**src/rtl/ifetch.sv**
```systemverilog
// Instruction fetch unit.
// Issues one read at a time to instruction memory at the current PC. It gives
// the PC a one-cycle advance permit on each grant and queues returned words in
// a small FIFO toward decode. A redirect flushes the queue and drops any
// response still in flight.
// Build option: define IFETCH_PREFETCH_EN for a 2-entry buffer, so the next
// fetch overlaps a decode stall. Without it the buffer has 1 entry.
module ifetch (
  input  logic        clk,
  input  logic        rst_n,
  input  logic [15:0] pc_addr,
  input  logic        redirect,
  output logic        pc_adv,
  output logic        imem_req,
  output logic [15:0] imem_addr,
  input  logic        imem_gnt,
  input  logic        imem_rvalid,
  input  logic [15:0] imem_rdata,
  output logic        instr_valid,
  output logic [15:0] instr,
  output logic [15:0] instr_pc,
  input  logic        instr_ready
);

`ifdef IFETCH_PREFETCH_EN
  localparam int DEPTH = 2;
`else
  localparam int DEPTH = 1;
`endif
  localparam int              PTR_W    = (DEPTH > 1) ? $clog2(DEPTH) : 1;
  localparam logic [PTR_W-1:0] PTR_LAST = PTR_W'(DEPTH - 1);
  localparam logic [1:0]      CNT_MAX  = 2'(DEPTH);

  localparam logic [1:0] S_IDLE = 2'd0;
  localparam logic [1:0] S_REQ  = 2'd1;
  localparam logic [1:0] S_WAIT = 2'd2;
  localparam logic [1:0] S_KILL = 2'd3;

  logic [1:0]       state_q, state_d;
  logic             go_q;
  logic [15:0]      addr_q;
  logic [1:0]       count_q, count_d;
  logic [PTR_W-1:0] rd_ptr_q, wr_ptr_q;
  logic [15:0]      data_mem [DEPTH];
  logic [15:0]      pc_mem   [DEPTH];
  logic             push, pop;

  function automatic logic [PTR_W-1:0] ptr_inc(input logic [PTR_W-1:0] p);
    return (p == PTR_LAST) ? '0 : p + 1'b1;
  endfunction

  assign imem_req    = (state_q == S_REQ);
  assign imem_addr   = addr_q;
  assign pc_adv      = imem_req & imem_gnt & ~redirect;
  assign instr_valid = (count_q != 2'd0);
  // A redirect cancels both a pop and a push in the same cycle.
  assign pop         = instr_valid & instr_ready & ~redirect;
  assign push        = (state_q == S_WAIT) & imem_rvalid & ~redirect;
  assign instr       = instr_valid ? data_mem[rd_ptr_q] : 16'h0000;
  assign instr_pc    = instr_valid ? pc_mem[rd_ptr_q]   : 16'h0000;

  // Buffer occupancy after this cycle's push, pop and flush.
  always_comb begin
    // NOTE: every always_comb output is given a default first, so no path leaves it unassigned and no latch is inferred.
    count_d = count_q;
    if (redirect)
      count_d = 2'd0;
    else if (push && !pop)
      count_d = count_q + 2'd1;
    else if (pop && !push)
      count_d = count_q - 2'd1;
  end

  // Fetch FSM next state. A new request is only started when it still fits in the buffer.
  always_comb begin
    state_d = state_q;
    case (state_q)
      S_IDLE: begin
        if (go_q && !redirect && (count_q < CNT_MAX))
          state_d = S_REQ;
      end
      S_REQ: begin
        if (redirect)
          state_d = imem_gnt ? S_KILL : S_IDLE;
        else if (imem_gnt)
          state_d = S_WAIT;
      end
      S_WAIT: begin
        if (redirect)
          state_d = imem_rvalid ? S_IDLE : S_KILL;
        else if (imem_rvalid)
          state_d = (count_d < CNT_MAX) ? S_REQ : S_IDLE;
      end
      S_KILL: begin
        // Stay here until the flushed response arrives, even across further
        // redirects. Once it has arrived nothing is outstanding, so we leave.
        if (imem_rvalid)
          state_d = S_IDLE;
      end
      default: state_d = S_IDLE;
    endcase
  end

  // Control registers: FSM, post-reset start gate, fetch address, FIFO pointers.
  always_ff @(posedge clk or negedge rst_n) begin
    if (!rst_n) begin
      state_q  <= S_IDLE;
      go_q     <= 1'b0;
      addr_q   <= 16'h0000;
      count_q  <= 2'd0;
      rd_ptr_q <= '0;
      wr_ptr_q <= '0;
    end else begin
      // NOTE: sequential state uses non-blocking assignments, so every register here samples pre-edge values.
      state_q <= state_d;
      // Holds off the first request until the second edge after reset.
      go_q    <= 1'b1;
      count_q <= count_d;
      if ((state_d == S_REQ) && (state_q != S_REQ))
        addr_q <= pc_addr;
      if (redirect) begin
        rd_ptr_q <= '0;
        wr_ptr_q <= '0;
      end else begin
        if (pop)
          rd_ptr_q <= ptr_inc(rd_ptr_q);
        if (push)
          wr_ptr_q <= ptr_inc(wr_ptr_q);
      end
    end
  end

  // Buffer storage: each push writes the returned word and the address it came from.
  // NOTE: storage is not reset on purpose. instr/instr_pc read as zero while the buffer is empty.
  always_ff @(posedge clk) begin
    if (push) begin
      data_mem[wr_ptr_q] <= imem_rdata;
      pc_mem[wr_ptr_q]   <= addr_q;
    end
  end

endmodule

```
**config.mk**
```make
export PLATFORM = sky130hd
export DESIGN_NAME = ifetch
export DESIGN_NICKNAME = d
export VERILOG_FILES = /design/src/rtl/ifetch.sv
export SDC_FILE = /design/constraint.sdc
export NUM_CORES = 1
export LEC_CHECK = 0
export BUFFER_PORTS_ARGS = -buffer_cell sky130_fd_sc_hd__buf_2
export CAP_MARGIN = 15
export CORE_MARGIN = 2
export CORE_UTILIZATION = 47
export CTS_CLUSTER_SIZE = 12
export DETAILED_ROUTE_END_ITERATION = 16
export MAX_ROUTING_LAYER = met4
export PLACE_DENSITY = 0.88
export SKIP_CTS_REPAIR_TIMING = 1
export SYNTH_ARGS = -nofsm -noshare
export SYNTH_HDL_FRONTEND = slang
export SYNTH_SLANG_ARGS = --single-unit
```
**constraint.sdc**
```tcl
create_clock -name clk -period 4.1 [get_ports clk]
set_clock_uncertainty 0.1 [all_clocks]
set_input_delay 0.615 -clock clk [delete_from_list [all_inputs] [get_ports clk]]
set_output_delay 0.615 -clock clk [all_outputs]
set_load 0.005 [all_outputs]
```
==> results_dict.tcl, run 1 <==
set metrics [dict create \
    status "complete, no violations" \
    reg2reg_from "count_q[0]" \
    setup_viol 0 \
    final_hold_viol_count 0 \
    cp.arrival_ns 2.83 \
    routabilityCongestion 0.808 \
    cp.required_ns 4.19 \
    multi_input_area_sq_um 652 \
    ir_drop_v 0.000384 \
    ys.warnings.count 0 \
    synth.largest_area_cell "edfxtp_1" \
    tightest_slew_ns 0.658 \
    place_hpwl_mm 2.95 \
    hp-class "in -> async" \
    crit_type "reg -> reg" \
    routed_via_density 4.88 \
    n_antenna_cell 0 \
    first_global_vias 1253 \
    leakagePower_uw 0.00130 \
    min_period_ns 2.74 \
    cts_tree "built" \
    areaGrowthSynthToFinish_pct 28.7 \
    final_cell_mix "buf_2 (88), edfxtp_1 (32), nor2b_1 (30)" \
    fmax_mhz 365 \
    dp_cells 276 \
    reg2reg_slack_ns 1.36 \
    die_area_sq_um 5160 \
    power.density_nw_per_um2 668 \
    nets 271 \
    die_w_um 71.9 \
    final_common_cell "buf_2" \
    critPathMaxFanout 24 \
    synthesis.nets 178 \
    die_h_um 71.9 \
    slew_headroom 0.560 \
    synth_area_leaders "edfxtp_1 (44%), dfrtp_1 (24%), nor2b_1 (8.7%), mux2_4 (6.9%), mux2_2 (3.1%)" \
    firstDrtPassIters 4 \
    synth_top_cell_area_share 0.444 \
    finalWorstSetupSlack_ns 1.36 \
    cts_root_buf "clkbuf_8" \
    route.detailed.drc 0 \
    synthCells 138 \
    synth-seq-area-share 0.687 \
    syn_area_per_cell_sq_um 15.7 \
    coreArea_sq_um 4380 \
    worstSkewPairLatency_ns 0.30 \
    rsz0062_at_grt "no" \
    path_clk_slew_ns 0.10 \
    drtIter0Drc 84 \
    start_util 0.494 \
    drv_cap 0 \
    synth-seq-cells 53 \
    synth_area_sq_um 2160 \
    rr_worst_depth 7 \
    drive_gt1_frac 0.526 \
    totalWireLength_mm 3.93 \
    grt_max_degree 35 \
    finalSetupTns_ns 0 \
    dp_slack_ns 1.33 \
    finalCritPeriodShare 0.668 \
    wire_per_inst_um 13.8 \
    antenna_found_initial 0 \
    maxSlewViolCount 0 \
    cts_buffers 5 \
    cts.sinks 53 \
    grt_pass1_wl_mm 5.90 \
    end_kind "register" \
    cts_buffer_depth 2 \
    critPathLaunchType "register" \
    fin_cells 284 \
    gr-usage-all-layers 0.161 \
    vias 1385 \
    htreeDepth 2 \
    seqCellArea_sq_um 1490 \
    synth_cell_types 27 \
    num-fill-cells 346 \
    drtAntennaViolNets 0 \
    portBuffers 88 \
    gr-total-overflow 0 \
    io_pins 89 \
    timing.rr.end "imem_addr[5]" \
    row_count 24 \
]
-- synthesized netlist by cell type, drive strengths merged --
master / instances
nor2: 4
inv: 3
mux2i: 1
a21oi: 1
nand2b: 1
ha: 2
conb: 1
and3b: 1
xnor2: 2
nand2: 5
o31ai: 1
clkbuf: 3
nand3b: 1
nor2b: 30
a211oi: 1
edfxtp: 32
dfrtp: 21
o21ba: 1
mux2: 16
o211a: 1
o21ai: 2
o221ai: 1
or4b: 1
nor4: 1
and2b: 4
buf: 1
-- worst max-delay path, cell delays in order (launching register included) --
cell     delay [ns]
dfrtp_1        0.41
inv_1          0.12
ha_1           0.42
buf_4          0.33
and2b_2        0.28
o31ai_2        0.34
a21oi_4        0.25
mux2_4         0.36
-- registers in the layout, indices dropped and copies added (netlist names) --
signal	count
state_q	2
data_mem	16
pc_mem	16
go_q	1
imem_addr	16
count_q	2
-- report_power, final --
part	total, uW	internal (uW)	switching [uW]
clock network	353	183	170
logic	700	378	322
registers	807	720	87.6
-- how the worst max path moves through the flow --
stage          slack (ns)            end   startpoint  cells past startpoint
2_1_floorplan        0.86  imem_addr[10]  imem_rvalid                      5
3_3_place_gp         1.45  imem_addr[15]   count_q[0]                      7
3_5_place_dp         1.33   imem_addr[0]   count_q[0]                      7
4_1_cts              1.29   imem_addr[1]   count_q[0]                      7
5_1_grt              1.15   imem_addr[1]   count_q[0]                      7
6_report             1.36   imem_addr[5]   count_q[0]                      7
-- cells by family (layout without fill, tap and decap cells) --
group,Yosys count,after routing,synth area share
other cells,1,1,0.00173
flops,53,53,0.687
mux,17,17,0.105
fa+ha+maj,2,2,0.0116
xor+xnor,2,2,0.00809
simple gates,48,48,0.136
compound gates,8,8,0.0347
buf+inv,7,101,0.0156
-- final cells by class --
| type | count | share of cell area |
|---|---|---|
| clock inverters | 3 | 0.0166 |
| repair buffers | 90 | 0.164 |
| well taps | 52 | 0.0234 |
| inverters | 3 | 0.00404 |
| flip-flops and latches | 53 | 0.534 |
| clock buffers | 5 | 0.0247 |
| multi-input cells | 78 | 0.234 |
-- routing by layer --
metal,global-route usage,up-vias,part of all wire
li1,-,665,-
met1,0.183,657,0.39
met2,0.267,56,0.51
met3,0.0619,7,0.086
met4,0.0440,0,0.012
met5,-,-,0
-- per-stage QoR --
stage                     total power, uW  area [sq um]  hold slack [ns]  utilization
after floorplan                      1230          2160            0.219            -
after global placement               1510          2670            0.356        0.609
after detailed placement             1530          2670            0.360        0.609
after CTS                            1890          2790            0.155        0.635
after global routing                 1980          2790            0.170        0.635
final                                1860          2790            0.142        0.635
Power figures use the tool's default switching activity.
==> run 2, diff against run 1 <==
Settings changed: CORE_UTILIZATION 47 to 43, PLACE_DENSITY 0.88 to 0.86.
Clock period 4.1 ns to 2.3 ns, I/O delays scaled along.
==> results_dict.tcl, run 2 (same netlist as run 1, synthesis figures left out) <==
set metrics [dict create \
    path_clk_slew_ns 0.09 \
    n_antenna_cell 0 \
    row_count 25 \
    cts_root_buf "clkbuf_8" \
    slew_headroom 0.646 \
    setup_viol 0 \
    fmax_mhz 455 \
    fin_hold_ws_ns 0.117 \
    nets 274 \
    critPathLaunchType "register" \
    leakagePower_uw 0.00132 \
    dp_cells 292 \
    reg2reg_from "count_q[0]" \
    drv_cap 0 \
    crit_type "reg -> reg" \
    portBuffers 88 \
    first_global_vias 1294 \
    status "complete, no violations" \
    grt_max_degree 34 \
    crit_path_end "imem_addr[14]" \
    min_period_ns 2.20 \
    firstDrtPassIters 4 \
    cts_buffer_depth 2 \
    crit_start "count_q[0]" \
    gr-total-overflow 0 \
    final_util 0.588 \
    finalWorstSetupSlack_ns 0.0998 \
    finalCritPeriodShare 0.957 \
    vias 1412 \
    cp.required_ns 2.40 \
    power_uw 3270 \
    rr_worst_depth 7 \
    io_pins 89 \
    htreeDepth 2 \
    final_cell_mix "buf_2 (88), edfxtp_1 (32), nor2b_1 (30)" \
    start_util 0.452 \
    rsz0062_at_grt "no" \
    cp.arrival_ns 2.30 \
    die_h_um 75.0 \
    routed_via_density 4.68 \
    worstSkewPairLatency_ns 0.30 \
    maxSlewViolCount 0 \
    coreArea_sq_um 4790 \
    ir_drop_v 0.000818 \
    final_common_cell "buf_2" \
    gr-usage-all-layers 0.161 \
    final_hold_viol_count 0 \
    die_w_um 75.0 \
    die_area_sq_um 5620 \
    critPathMaxFanout 16 \
    end_kind "register" \
    tightest_slew_ns 0.526 \
    hp-class "in -> reg" \
    drtAntennaViolNets 0 \
    areaGrowthSynthToFinish_pct 30.1 \
    grt_pass1_wl_mm 6.27 \
    timing.rr.end "imem_addr[14]" \
    routabilityCongestion 0.748 \
    place_hpwl_mm 3.13 \
    totalWireLength_mm 4.24 \
    power.density_nw_per_um2 1160 \
    reg2reg_slack_ns 0.1 \
    fin_cells 302 \
    drive_gt1_frac 0.528 \
    antenna_found_initial 0 \
    drtIter0Drc 69 \
    cts_tree "built" \
    dp_slack_ns -0.00479 \
    route.detailed.drc 0 \
    wire_per_inst_um 14.0 \
    cts_buffers 5 \
    cts.sinks 53 \
]
[run 2: through the flow]
step,TNS (ns),cell area (sq um)
2_1_floorplan,0,2170
3_3_place_gp,0,2700
3_5_place_dp,-0.00709,2700
4_1_cts,-0.108,2790
5_1_grt,0,2820
6_report,0,2820
[run 2: worst min path at each step]
stage / from / end / cells after the start
2_1_floorplan: rst_n / count_q[0] / 0
3_3_place_gp: rst_n / imem_addr[3] / 1
3_5_place_dp: rst_n / imem_addr[0] / 1
4_1_cts: rst_n / imem_addr[13] / 1
5_1_grt: imem_rdata[3] / data_mem[0][3] / 1
6_report: imem_rdata[6] / data_mem[0][6] / 1
[run 2: metal layers]
layer,global-route usage,vias to the layer above,part of all wire
li1,-,671,-
met2,0.257,68,0.50
met4,0.0476,0,0.012
met1,0.200,668,0.41
met5,-,-,0
met3,0.0469,5,0.078
[run 2: where the power goes]
group	switching, uW	internal [uW]	leakage, uW
Sequential	165	1280	0.000543
Combinational	598	705	0.000725
Clock	299	217	0.0000489
[run 2: area by class of cell]
type                       instances  area [sq um]
timing repair buffer              93           493
clock buffer                       5          68.8
tap                               67          83.8
fill                             396          1970
clock inverter                     3          20.0
inverter                           3          11.3
sequential                        53          1490
multi-input combinational         78           652
[run 2: critical path: stages (launching register included)]
cell     delay [ns]
dfrtp_1        0.41
inv_1          0.10
ha_1           0.24
or4b_1         0.53
o31ai_2        0.13
a21oi_4        0.10
buf_12         0.18
mux2_4         0.30
